`config.mk`:
```
export PLATFORM = sky130hd
export DESIGN_NAME = riscv_fetch_queue
export DESIGN_NICKNAME = d
export VERILOG_FILES = /design/src/rtl/riscv_fetch_queue_pkg.sv /design/src/rtl/riscv_fetch_queue.sv
export SDC_FILE = /design/constraint.sdc
export NUM_CORES = 1
export LEC_CHECK = 0
export CAP_MARGIN = 20
export CORE_MARGIN = 2
export CORE_UTILIZATION = 36
export CTS_BUF_LIST = sky130_fd_sc_hd__clkbuf_8
export DETAILED_ROUTE_END_ITERATION = 8
export PLACE_DENSITY_LB_ADDON = 0.2
export SYNTH_ARGS = -nofsm -noshare
export SYNTH_HDL_FRONTEND = slang
export SYNTH_SLANG_ARGS = --single-unit
```
`constraint.sdc`:
```
create_clock -name clock -period 5 [get_ports clock]
set_clock_uncertainty 0.1 [all_clocks]
set_input_delay 1.25 -clock clock [delete_from_list [all_inputs] [get_ports clock]]
set_output_delay 1.25 -clock clock [all_outputs]
set_load 0.005 [all_outputs]
```
`src/rtl/riscv_fetch_queue_pkg.sv`:
```
// ----------------------------------------------------------------------------
// riscv_fetch_queue_pkg
// Shared types and defaults for the instruction fetch queue that sits between
// the fetch unit and the decoder.
//   FETCH_Q_DEPTH : default number of queue entries used by the core top level
//   FETCH_XLEN    : address / instruction width of the core
//   fetch_entry_t : one buffered fetch (PC + raw instruction word)
// ----------------------------------------------------------------------------
package riscv_fetch_queue_pkg;

    localparam int FETCH_Q_DEPTH = 4;
    localparam int FETCH_XLEN    = 32;

    typedef struct packed {
        logic [FETCH_XLEN-1:0] addr;
        logic [FETCH_XLEN-1:0] data;
    } fetch_entry_t;

endpackage

```
`src/rtl/riscv_fetch_queue.sv`:
```
// ----------------------------------------------------------------------------
// riscv_fetch_queue
// DEPTH-entry FIFO of fetched instructions with valid/ready on both sides and
// a flush that discards everything buffered (branch redirect).
// Ports:
//   clock, reset          : rising-edge clock, synchronous active-high reset
//   flush                 : drop all entries; suppresses both handshakes
//   ifu_vld/ifu_rdy       : enqueue handshake, ifu_addr/ifu_data payload
//   deq_vld/deq_rdy       : dequeue handshake, deq_addr/deq_data head entry
//   count, full, empty    : occupancy status from registered pointers
// ----------------------------------------------------------------------------
module riscv_fetch_queue
    import riscv_fetch_queue_pkg::*;
#(
    parameter int DEPTH = FETCH_Q_DEPTH,
    parameter int XLEN  = FETCH_XLEN,
    parameter int CNT_W = $clog2(DEPTH) + 1
) (
    input  logic             clock,
    input  logic             reset,
    input  logic             flush,
    input  logic             ifu_vld,
    output logic             ifu_rdy,
    input  logic [XLEN-1:0]  ifu_addr,
    input  logic [XLEN-1:0]  ifu_data,
    output logic             deq_vld,
    input  logic             deq_rdy,
    output logic [XLEN-1:0]  deq_addr,
    output logic [XLEN-1:0]  deq_data,
    output logic [CNT_W-1:0] count,
    output logic             full,
    output logic             empty
);

    localparam int AW = $clog2(DEPTH);
    localparam logic [AW:0] PTR_ONE = (AW+1)'(1);

    // Pointers carry one extra wrap bit so full and empty are distinguishable.
    logic [AW:0] wp_q, wp_d;
    logic [AW:0] rp_q, rp_d;

    logic [DEPTH-1:0][XLEN-1:0] addr_q;
    logic [DEPTH-1:0][XLEN-1:0] data_q;

    logic enq, deq;

    assign empty = (wp_q == rp_q);
    assign full  = (wp_q[AW-1:0] == rp_q[AW-1:0]) && (wp_q[AW] != rp_q[AW]);
    assign count = CNT_W'(wp_q - rp_q);

    // Write side looks only at registered fullness: a full queue cannot take
    // a new entry even when the head leaves in the same cycle, which keeps
    // deq_rdy out of the ifu_rdy path.
    assign ifu_rdy  = !full && !flush;
    assign deq_vld  = !empty && !flush;
    assign deq_addr = addr_q[rp_q[AW-1:0]];
    assign deq_data = data_q[rp_q[AW-1:0]];

    assign enq = ifu_vld && ifu_rdy;
    assign deq = deq_vld && deq_rdy;

    always_comb begin
        wp_d = wp_q;
        rp_d = rp_q;
        if (flush) begin
            // Collapse onto the read pointer; storage is left as is.
            wp_d = rp_q;
        end else begin
            if (enq) wp_d = wp_q + PTR_ONE;
            if (deq) rp_d = rp_q + PTR_ONE;
        end
    end

    always_ff @(posedge clock) begin
        if (reset) begin
            wp_q <= '0;
            rp_q <= '0;
        end else begin
            wp_q <= wp_d;
            rp_q <= rp_d;
        end
    end

    // Storage has no reset; only the pointers define what is valid.
    always_ff @(posedge clock) begin
        if (enq) begin
            addr_q[wp_q[AW-1:0]] <= ifu_addr;
            data_q[wp_q[AW-1:0]] <= ifu_data;
        end
    end

endmodule
```
==> results of run 1 <==
through the flow:
| stage | instance area, sq um | total power [uW] | worst slack (ns) |
|---|---|---|---|
| 2_1_floorplan | 9760 | 2670 | 1.36 |
| 3_3_place_gp | 11600 | 2880 | 1.09 |
| 3_5_place_dp | 11600 | 2890 | 1.07 |
| 4_1_cts | 12400 | 4590 | 0.815 |
| 5_1_grt | 12400 | 4700 | 0.760 |
| 6_report | 12400 | 4510 | 0.931 |
sequential cells by signal, summed over array words and instances, names as in the netlist:
signal  count
addr_q    128
wp_q        3
data_q    128
rp_q        3
worst register-to-register path, stage by stage, from the launching register on:
cell     delay (ns)
dfxtp_4        0.70
inv_1          0.15
ha_1           0.31
and2_1         0.22
a21oi_1        0.31
and2_4         0.62
buf_4          0.38
synth_stat cells (all sizes together) (3+ instances only):
cell,instances
and2,5
buf,12
clkbuf,5
dfxtp,6
edfxtp,256
ha,7
inv,7
mux4,64
nand2,4
nor2,7
nor2b,3
or4,3
per-layer routing:
metal / vias to the layer above / GRT usage / wire length [um]
met4: 0 / 0.0416 / 368
met5: - / 0 / 0
met1: 2393 / 0.167 / 7710
met2: 152 / 0.232 / 9610
met3: 33 / 0.0390 / 1210
li1: 2056 / - / -
layout make-up:
type / count / area [sq um] / area share
clock buffer: 45 / 619 / 0.0500
multi-input combinational: 116 / 1840 / 0.149
timing repair buffer: 147 / 1490 / 0.120
clock inverter: 33 / 164 / 0.0132
tap: 341 / 427 / 0.0345
sequential: 262 / 7820 / 0.631
inverter: 7 / 26.3 / 0.00212
power by group through the flow:
stage	Clock, uW	Combinational, uW	Sequential, uW
2_1_floorplan	0	149	2520
3_3_place_gp	0	356	2530
3_5_place_dp	0	358	2530
4_1_cts	1750	361	2480
5_1_grt	1830	379	2490
6_report	1670	351	2480
cells by family after synthesis:
group / count (synthesis)
AOI/OAI and AO/OA: 9
xor gates and xnor gates: 3
adders and majority gates: 8
buffers and inverters: 24
DFF: 262
muxes: 67
and+or+nand+nor: 29
final timing paths:
| kind | from | endpoint | cells after the start |
|---|---|---|---|
| setup / recovery | rp_q[1] | deq_data[17] | 3 |
| hold / removal | rp_q[2] | rp_q[2] | 2 |
| setup reg to reg | rp_q[1] | addr_q[58] | 6 |
| hold reg to reg | rp_q[2] | rp_q[2] | 2 |
==> qor.yml, run 1 <==
timing:
  achievable-frequency_mhz: 246
  rsz0062_at_grt: "no"
  relSlewSlack: 0.580
  drv_slew: 0
  worst_slew_pin_slew_ns: 0.630
  final_hold_viol_count: 0
  setup-tns-final_ns: 0
  final_min_period_over_clock_period: 0.814
  period_minus_slack_ns: 4.07
  fin_hold_ws_ns: 0.549
  setup-violations-final: 0
synth:
  async_reset_ff_frac: 0
  syn_area_sq_um: 9760
  synth_compound_area_frac: 0.00654
  area_share_of_and_or_nand_nor_cells_after_synthesis: 0.0162
  synth.yosys.warnings: 0
  synth_top_flop_cell: "edfxtp_1"
  synthesis.nets: 479
  ys_ff_latch: 262
  netlist_top_cells_area: "edfxtp_1 (79%), mux4_2 (15%), dfxtp_1 (1.2%)"
  xor_and_xnor_fraction_of_the_mapped_netlist_area: 0.00269
  sequential_share_of_the_synthesized_area: 0.800
  synthesis.instances: 402
  synth-adder-area-share: 0.0110
  avgSynthCellArea_sq_um: 24.3
  synth-edff-count: 256
  share_of_the_synthesized_area_in_the_top_cell_type: 0.788
  synth.mux.area_fraction: 0.151
  post_synth_num_cell_types: 31
  netlist.top_cell.by_area: "edfxtp_1"
  main_combinational_cell_family_by_area_after_synthesis: "multiplexers"
routing:
  avgViaCountPerCell: 4.87
  route.detailed.drc: 0
  post_drt_antenna_nets: 0
  drt-pass1-iter-count: 4
  detail_route.wirelength_mm: 18.9
  average_routed_wire_per_standard_cell_um: 19.9
  vias: 4634
  detail_route.iter0.violations: 295
pwr:
  switching_power_uw: 947
  power.internal_uw: 3560
  combinational_power_share: 0.078
  total_leakage_power_uw: 0.00395
  clockPowerShare: 0.371
  p_sw_frac: 0.210
  power_per_cell_area_nw_per_um2: 364
  power_frac_seq: 0.551
  max-vdd-ir-drop_mv: 0.197
worst_setup_path:
  timing.critical_path.required_ns: 3.65
  r2r_setup_slack_ns: 1.89
  cp-end-kind: "output pin"
  critPathMaxStageDelay_ns: 0.70
  worstSetupPathType: "reg -> out"
  path_delay_family: "buffers and inverters"
  slowest_stage: "dfxtp_4"
  path_buf_inv: 2
  worst_ep_arrival_time_ns: 2.72
  critical_path.cell_chain: "buf_4 > mux4_2 > clkdlybuf4s50_1"
  critical_path_peak_fanout: 35
  start_kind: "register"
cts:
  clock_sinks: 262
  cts.repair_timing.setup_buffer_count: 0
  cts_tree: "yes"
  insertion_delay_ns: 0.52
  cts_repair_resize_count: 0
  ctsHoldBuffers: 0
  clk_transition_reported_paths_ns: 0.05
  cts_inserted_buffers: 45
  cts_root_buffer: "clkbuf_8"
  clk_path_buf_depth: 3
  ctsHtreeMaxLevel: 2
grt:
  track_usage: 0.135
  grt_overflow: 0
  grt_max_degree: 57
  number_of_antenna_violations_at_the_first_check_in_global_routing: 1
  first_pass_grt_wire_length_mm: 29.1
  vias_in_the_first_global_route: 5206
place:
  port_buffers: 139
  dp.cells: 873
  detailed_place_hpwl_mm: 11.2
  routabilityCongestion: 0.765
die:
  dieWidth_um: 169
  rows: 60
  design.die.area_sq_um: 28400
  die_y_extent_um: 169
  initial_utilization: 0.364
  design.portCount: 140
  core_area_sq_um: 26800
cells_and_area:
  fillCellCount: 2255
  area.growth.synth_to_final_pct: 26.8
  antennaDiodeCount: 0
  postLayoutCoreUtil: 0.462
  commonest_non_fill_non_tap_cell_in_the_layout: "edfxtp_1"
  final_cells: 951
  final_cell_mix: "edfxtp_1 (256), clkdlybuf4s50_1 (139), mux4_2 (64)"
  num-nets-final: 656
  layout-drive-gt1-share: 0.218
run_status:
  outcome: "completed"
flow_run:
  max_cap_violations: 0
hold_path:
  timing.hold.worst.class: "reg -> reg"
Note: power is estimated with default switching activity, not from simulation.
==> inputs of run 2 (changes only) <==
==> constraint.sdc (replaced) <==
create_clock -name clock -period 4 [get_ports clock]
set_clock_uncertainty 0.1 [all_clocks]
set_input_delay 1 -clock clock [delete_from_list [all_inputs] [get_ports clock]]
set_output_delay 1 -clock clock [all_outputs]
set_load 0.005 [all_outputs]
==> run 2 against run 1 <==
Routed wire length up 2.9%. Power up 25%. Clock-buffer cell count down 1. Largest power group unchanged.
==> qor.yml, run 2 (synthesized netlist as in run 1, its figures left out) <==
worst_setup_path:
  critPathMaxStageDelay_ns: 0.64  # was 0.70 ns
  worstSetupPathType: "reg -> out"  # unchanged
  critical_path.cell_chain: "buf_12 > mux4_2 > clkdlybuf4s50_1"  # was buf_4 > mux4_2 > clkdlybuf4s50_1
  worst_ep_arrival_time_ns: 2.55  # was 2.72 ns
  slowest_stage: "dfxtp_4"  # unchanged
  path_buf_inv: 2  # unchanged
  worst_r2r_dst: "data_q[121]"  # was addr_q[58]
  timing.rr.start: "rp_q[1]"  # unchanged
  ff2ff_path_depth: 6  # unchanged
  timing.critical_path.required_ns: 2.90  # was 3.65 ns
  start_kind: "register"  # unchanged
  critical_path_peak_fanout: 27  # was 35
  path_delay_family: "buffers and inverters"  # unchanged
  cp-end-kind: "output pin"  # unchanged
  r2r_setup_slack_ns: 1.18  # was 1.89 ns
timing:
  drv_slew: 0  # unchanged
  rsz0062_at_grt: "no"  # unchanged
  final_hold_viol_count: 0  # unchanged
  worst_slew_pin_slew_ns: 0.505  # was 0.630 ns
  period_minus_slack_ns: 3.65
  final_min_period_over_clock_period: 0.912
  achievable-frequency_mhz: 274
  setup-violations-final: 0  # unchanged
  relSlewSlack: 0.661  # was 0.580
  setup-tns-final_ns: 0  # unchanged
die:
  initial_utilization: 0.364  # unchanged
  dieWidth_um: 169  # unchanged
  die_y_extent_um: 169  # unchanged
  rows: 60  # unchanged
  design.portCount: 140  # unchanged
  core_area_sq_um: 26800  # unchanged
  design.die.area_sq_um: 28400  # unchanged
hold_path:
  holdPathEnd: "rp_q[2]"  # unchanged
  holdPathStages: 2  # unchanged
  timing.hold.worst.class: "reg -> reg"  # unchanged
  hold_path.startpoint: "rp_q[2]"  # unchanged
cts:
  ctsHoldBuffers: 0  # unchanged
  cts.repair_timing.setup_buffer_count: 0  # unchanged
  insertion_delay_ns: 0.53  # was 0.52 ns
  clock_sinks: 262  # unchanged
  ctsHtreeMaxLevel: 2  # unchanged
  cts_tree: "yes"  # unchanged
  cts_repair_resize_count: 0  # unchanged
  clk_transition_reported_paths_ns: 0.06  # was 0.05 ns
  cts_inserted_buffers: 43  # was 45
  clk_path_buf_depth: 3  # unchanged
  cts_root_buffer: "clkbuf_8"  # unchanged
pwr:
  power_frac_seq: 0.551  # about the same
  clockPowerShare: 0.370  # was 0.371
  p_sw_frac: 0.212  # was 0.210
  switching_power_uw: 1200  # was 947 uW
  max-vdd-ir-drop_mv: 0.319  # was 0.197 mV
  power_per_cell_area_nw_per_um2: 453  # was 364 nW/um^2
  combinational_power_share: 0.079  # was 0.078
  power.internal_uw: 4440  # was 3560 uW
  total_leakage_power_uw: 0.00399  # was 0.00395 uW
cells_and_area:
  num-nets-final: 659  # was 656
  finish.instance_area_sq_um: 12500  # was 12400 sq um
  area.growth.synth_to_final_pct: 27.7  # was 26.8%
  commonest_non_fill_non_tap_cell_in_the_layout: "edfxtp_1"  # unchanged
  layout-drive-gt1-share: 0.225  # was 0.218
  fillCellCount: 2233  # was 2255
  final_cell_mix: "edfxtp_1 (256), clkdlybuf4s50_1 (139), mux4_2 (64)"  # unchanged
grt:
  track_usage: 0.139  # was 0.135
  grt_max_degree: 35  # was 57
  vias_in_the_first_global_route: 5145  # was 5206
  grt_overflow: 0  # unchanged
  number_of_antenna_violations_at_the_first_check_in_global_routing: 2  # was 1
  first_pass_grt_wire_length_mm: 29.8  # was 29.1 mm
place:
  placedInstanceArea_sq_um: 11700  # was 11600 sq um
  routabilityCongestion: 0.762  # was 0.765
  port_buffers: 139  # unchanged
  detailed_place_hpwl_mm: 12.0  # was 11.2 mm
routing:
  post_drt_antenna_nets: 0  # unchanged
  avgViaCountPerCell: 4.86  # was 4.87
  route.detailed.drc: 0  # unchanged
  average_routed_wire_per_standard_cell_um: 20.3  # was 19.9 um
  detail_route.wirelength_mm: 19.4  # was 18.9 mm
  detail_route.iter0.violations: 303  # was 295
  drt-pass1-iter-count: 4  # unchanged
  vias: 4669  # was 4634
flow_run:
  max_cap_violations: 0  # unchanged
run_status:
  outcome: "completed"  # unchanged
-- run 2: cell types whose count changed in the layout (fill, tap and decap cells not counted), moves of 2 or more --
cell	change
diode_2	+2
buf_12	+3
clkinv_2	+2
buf_4	+2
-- run 2: worst max path at each step --
stage	startpoint	to	cells after the start
finish	rp_q[0]	deq_addr[4]	3
global route	rp_q[0]	deq_addr[4]	3
CTS	rp_q[0]	deq_addr[4]	3
detailed placement	flush	data_q[122]	5
global placement	flush	ifu_rdy	3
floorplan	flush	addr_q[0]	3
-- run 2: power by group through the flow --
stage          Sequential [uW]  Combinational [uW]  Clock [uW]
6_report                  3110                 446        2090
3_5_place_dp              3160                 456           0
5_1_grt                   3110                 482        2290
4_1_cts                   3110                 459        2160
2_1_floorplan             3150                 186           0
3_3_place_gp              3160                 452           0
-- run 2: layout make-up --
class,instances,area (sq um),area share
sequential,262,7820,0.627
multi-input combinational,116,1840,0.148
timing repair buffer,152,1560,0.126
clock buffer,44,606,0.0486
tap,341,427,0.0342
clock inverter,36,179,0.0144
inverter,7,26.3,0.00211
antenna,2,5.00,0.000402
-- run 2: per-stage QoR --
step / worst slack [ns] / instances / power (uW) / utilization / hold WS (ns)
detailed placement: 0.565 / 878 / 3620 / 0.435 / 0.537
CTS: 0.270 / 958 / 5730 / 0.465 / 0.548
global route: 0.191 / 959 / 5880 / 0.465 / 0.599
global placement: 0.597 / 878 / 3610 / 0.435 / 0.511
finish: 0.351 / 960 / 5640 / 0.465 / 0.542
floorplan: 0.614 / 402 / 3340 / - / 0.489
-- run 2: tightest hold or removal path, delay by kind of cell, from the launching register on --
family | cells | cell delay, ns
mux | 1 | 0.14
flops | 1 | 0.37
simple gates | 1 | 0.11
-- run 2: per-layer routing --
metal  vias up  track usage  part of all wire
met4         0       0.0435             0.022
met1      2416        0.173              0.41
met5         -            0                 0
li1       2074            -                 -
met3        35       0.0437             0.069
met2       144        0.233              0.50
